===== config.mk =====
export PLATFORM = sky130hd
export DESIGN_NAME = cla_iter_adder
export DESIGN_NICKNAME = d
export VERILOG_FILES = /design/src/rtl/cla_pkg.sv /design/src/rtl/pg_lookahead4.sv /design/src/rtl/cla_iter_adder.sv
export SDC_FILE = /design/constraint.sdc
export NUM_CORES = 1
export LEC_CHECK = 0
export BUFFER_PORTS_ARGS = -buffer_cell sky130_fd_sc_hd__buf_4
export CORE_MARGIN = 10
export CORE_UTILIZATION = 55
export DETAILED_ROUTE_END_ITERATION = 16
export PLACE_DENSITY = 0.85
export REMOVE_ABC_BUFFERS = 1
export SLEW_MARGIN = 20
export SYNTH_ARGS = -nofsm -noshare
export SYNTH_HDL_FRONTEND = slang
export SYNTH_HIERARCHICAL = 1
export SYNTH_SLANG_ARGS = --single-unit

===== constraint.sdc =====
create_clock -name clk -period 5.5 [get_ports clk]
set_input_delay 1.65 -clock clk [delete_from_list [all_inputs] [get_ports clk]]
set_output_delay 1.65 -clock clk [all_outputs]
set_load 0.01 [all_outputs]

===== src/rtl/cla_pkg.sv =====
// Shared definitions for the iterative carry-lookahead adder: group width,
// FSM states and the 4-bit group propagate/generate reduction.
package cla_pkg;

  localparam int GROUP_W = 4;

  typedef enum logic [1:0] {
    IDLE = 2'd0,
    CALC = 2'd1,
    DONE = 2'd2
  } state_t;

  // Returns {pg, gg} for one 4-bit group from its per-bit p/g terms.
  function automatic logic [1:0] group_pg(input logic [GROUP_W-1:0] p,
                                          input logic [GROUP_W-1:0] g);
    logic pg;
    logic gg;
    pg = &p;
    gg = g[3] | (p[3] & g[2]) | (p[3] & p[2] & g[1]) | (p[3] & p[2] & p[1] & g[0]);
    return {pg, gg};
  endfunction

endpackage


===== src/rtl/pg_lookahead4.sv =====
// Combinational 4-bit lookahead stage: per-bit p/g, lookahead carries c1..c4,
// the sum nibble and the group propagate/generate.
module pg_lookahead4
  import cla_pkg::*;
(
  input  logic [GROUP_W-1:0] a4,
  input  logic [GROUP_W-1:0] b4,
  input  logic               c0,
  output logic [GROUP_W-1:0] s4,
  output logic [4:1]         c,
  output logic               pg,
  output logic               gg
);

  logic [GROUP_W-1:0] p;
  logic [GROUP_W-1:0] g;

  always_comb begin
    p    = a4 ^ b4;
    g    = a4 & b4;
    c[1] = g[0] | (p[0] & c0);
    c[2] = g[1] | (p[1] & g[0]) | (p[1] & p[0] & c0);
    c[3] = g[2] | (p[2] & g[1]) | (p[2] & p[1] & g[0]) | (p[2] & p[1] & p[0] & c0);
    c[4] = g[3] | (p[3] & g[2]) | (p[3] & p[2] & g[1]) | (p[3] & p[2] & p[1] & g[0])
         | (p[3] & p[2] & p[1] & p[0] & c0);
    s4   = p ^ {c[3:1], c0};
    {pg, gg} = group_pg(p, g);
  end

endmodule


===== src/rtl/cla_iter_adder.sv =====
// Sequential carry-lookahead adder: one 4-bit group is resolved per clock
// through a single shared lookahead stage, with valid/ready on both sides.
module cla_iter_adder
  import cla_pkg::*;
#(
  parameter int WIDTH = 16
) (
  input  logic             clk,
  input  logic             rst,
  input  logic             in_valid,
  output logic             in_ready,
  input  logic [WIDTH-1:0] a,
  input  logic [WIDTH-1:0] b,
  input  logic             cin,
  output logic             out_valid,
  input  logic             out_ready,
  output logic [WIDTH-1:0] sum,
  output logic             cout,
  output logic             ovf,
  output logic             pout,
  output logic             gout,
  output logic [1:0]       dbg_state
);

  localparam int GROUPS = WIDTH / GROUP_W;
  localparam int IDX_W  = (GROUPS > 1) ? $clog2(GROUPS) : 1;

  // Handshakes: a transfer happens on a rising edge where valid and ready are
  // both high; valid holds its payload stable until that edge.

  state_t               state;
  logic [IDX_W-1:0]     idx;
  logic                 carry;
  logic                 p_acc;
  logic                 g_acc;
  logic [WIDTH-1:0]     a_r;
  logic [WIDTH-1:0]     b_r;

  logic [GROUP_W-1:0]   a4;
  logic [GROUP_W-1:0]   b4;
  logic [GROUP_W-1:0]   s4;
  logic [4:1]           c;
  logic                 pg;
  logic                 gg;
  logic                 last;

  always_comb begin
    a4 = '0;
    b4 = '0;
    for (int g = 0; g < GROUPS; g++) begin
      if (idx == IDX_W'(g)) begin
        a4 = a_r[g*GROUP_W +: GROUP_W];
        b4 = b_r[g*GROUP_W +: GROUP_W];
      end
    end
  end

  pg_lookahead4 u_la (
    .a4 (a4),
    .b4 (b4),
    .c0 (carry),
    .s4 (s4),
    .c  (c),
    .pg (pg),
    .gg (gg)
  );

  assign last      = (idx == IDX_W'(GROUPS - 1));
  assign in_ready  = (state == IDLE) && !rst;
  assign dbg_state = state;

  always_ff @(posedge clk) begin
    if (rst) begin
      state     <= IDLE;
      idx       <= '0;
      carry     <= 1'b0;
      p_acc     <= 1'b1;
      g_acc     <= 1'b0;
      a_r       <= '0;
      b_r       <= '0;
      sum       <= '0;
      cout      <= 1'b0;
      ovf       <= 1'b0;
      pout      <= 1'b0;
      gout      <= 1'b0;
      out_valid <= 1'b0;
    end else begin
      case (state)
        IDLE: begin
          if (in_valid) begin
            a_r   <= a;
            b_r   <= b;
            carry <= cin;
            idx   <= '0;
            p_acc <= 1'b1;
            g_acc <= 1'b0;
            state <= CALC;
          end
        end
        CALC: begin
          for (int g = 0; g < GROUPS; g++) begin
            if (idx == IDX_W'(g)) sum[g*GROUP_W +: GROUP_W] <= s4;
          end
          carry <= c[4];
          p_acc <= p_acc & pg;
          g_acc <= gg | (pg & g_acc);
          if (last) begin
            cout      <= c[4];
            ovf       <= c[3] ^ c[4];
            pout      <= p_acc & pg;
            gout      <= gg | (pg & g_acc);
            out_valid <= 1'b1;
            state     <= DONE;
          end else begin
            idx <= idx + 1'b1;
          end
        end
        DONE: begin
          if (out_ready) begin
            out_valid <= 1'b0;
            state     <= IDLE;
          end
        end
        default: state <= IDLE;
      endcase
    end
  end

endmodule


==> run metrics <==
startpoint types=primary input; row count=25; Post-CTS Hold Buffers=0; Post-CTS Resized=0; WL per Instance=14.3 um; flip-flop and latch count after synthesis=60; CP Data Arrival Time=2120 ps; P per Cell Area=317 nW/um^2; Routability Congestion=0.873; synth warn=6; drt total wl=6650 um; Mapped Cells=343; synthesized area=2760 um^2; IO buf count=60; Final Skew=5.48 ps; Die ar.=8250 um^2; Crit. End Element=output port; CTS Buffer Depth=2; most common cell after layout, fill and taps aside=nand2_1; DRT Pass-1 Iters=4; TNS Setup=0 ps; most used cell, CP=buf_4; Final Util=71.7%; GR Util All Layers=16.2%; Tightest Hold Check Type=register to register; core area=4790 um^2; vias in the first global route=2403; vias per cell=5.30; grt total ovfl=0; Final Cycle Share=68.5%; crit-path cells=buf_4 -> nor3_1 -> buf_4; Final Max Tran Viols=0; max cap viols=0; peak supply drop=0.207 mV; critical path required time=3850 ps; Synth-to-Final Area Change=24.4%; Root Buffer=clkbuf_8; Top Ports=61; sequential share of the synthesized area=43.5%; largest net degree at the start of global routing=63; Avg Inst Size Synth=8.05 um^2; postcts setup bufs=0; fin cells=464; initial antenna violation count=0; Routed Antenna Nets=0; post-detail-place hpwl=4580 um; CTS tree=built; Synth cell types=40; Max Clk Rate=265 MHz; asr flop ratio synth=0%; # DRC=0; share of cells above drive strength 1=21.7%; worst slew pin tran=795 ps; global-route wire length before repair=11100 um; clock transition at the registers of the reported paths=70 ps; height of the die=90.8 um; clk sink count=60; final hold vios=0; Final setup viols=0; hold_ws=456 ps; status=completed; Layout Nets=438; initial core utilization=57.7%; number of flops mapped to enable cells by yosys=0; overall power=0.00109 W; Worst path max stage delay=170 ps; total number of vias=2458; most frequent cells in the layout=nand2_1, a21oi_1, buf_4; Relative slew margins=47.0%; crit path max fanout=2; Lkg Pwr=1.50 nW; antenna fix cells=0; Placed Cells=446; Synth Flop Type=dfxtp_1; RSZ-0062 raised after global routing=no; htree depth=3; Die Wd=90.8 um; fill count=423; crit path kind=primary input to output port; Slowest-stage cell, CP=nor3_1; cts bufs inserted=9; worst skew pair latency=340 ps; Tmin final=3770 ps; 1st-iter DRT viols=124
layer usage:
| layer | part of all wire, % | vias to the layer above | global-route usage, % |
|---|---|---|---|
| met1 | 45 | 1131 | 19.0 |
| met4 | 1.2 | 0 | 5.22 |
| met3 | 6.3 | 10 | 6.32 |
| li1 | - | 1243 | - |
| met2 | 48 | 74 | 26.4 |
| met5 | 0 | - | 0 |
cell usage after synthesis, drive strengths merged, types with 5 or more instances:
| cell type | number | share of area [%] |
|---|---|---|
| nand2 | 87 | 12 |
| a21oi | 62 | 11 |
| dfxtp | 60 | 44 |
| nor2 | 20 | 2.7 |
| buf | 16 | 3.6 |
| mux2i | 13 | 4.7 |
| inv | 12 | 1.6 |
| o21ai | 12 | 2.3 |
| clkbuf | 9 | 1.2 |
| a22o | 8 | 2.5 |
| ha | 8 | 3.6 |
| nand2b | 5 | 1.1 |
layout make-up:
cell class / count / area [um^2] / share of cell area, %
repair buffers: 63 / 484 / 14.1
multi-input cells: 246 / 1390 / 40.4
clock buffers: 11 / 131 / 3.83
flip-flops and latches: 60 / 1200 / 35.0
well taps: 67 / 83.8 / 2.44
clock inverters: 5 / 100 / 2.92
inverters: 12 / 45.0 / 1.31
metrics by stage:
step,instance area (um^2),setup slack (ps)
2_1_floorplan,2630,1940
3_5_place_dp,3180,1720
6_report,3430,1730
4_1_cts,3410,1720
3_3_place_gp,3180,1770
5_1_grt,3430,1680
sequential cells by signal, summed over array words and instances, names as in the netlist:
name       cells
out_valid      1
gout           1
pout           1
carry          1
a_r           16
dbg_state      2
ovf            1
p_acc          1
sum           16
b_r           16
cout           1
idx            2
g_acc          1
worst max-delay path, delay by kind of cell:
kind / cells / cell delay (ps)
and+or+nand+nor: 1 / 170
buffers and inverters: 2 / 290
logic make-up (layout without fill, tap and decap cells):
kind of cell	Yosys count	after routing	synth area share, %
buffers and inverters	37	91	6.44
AND/OR/NAND/NOR	129	129	20.6
XOR/XNOR	4	4	1.27
flip-flops	60	60	43.5
adder cells (fa/ha/maj)	9	9	4.35
AO/OA/AOI/OAI	91	91	19.1
multiplexers	13	13	4.71
final timing paths:
kind          start       end  cells after the start  slack, ps
min reg2reg  a_r[0]    a_r[0]                      2        460
max             rst  in_ready                      3       1730
min          a_r[0]    a_r[0]                      2        460
max reg2reg  idx[0]     carry                     11       2610
where the power goes:
part	total (W)	leakage, nW	internal (W)	switching (W)
registers	0.000469	0.490	0.000455	0.0000140
clock network	0.000467	0.117	0.000300	0.000168
logic	0.000151	0.896	0.0000671	0.0000842
(Power assumes the default switching activity.)
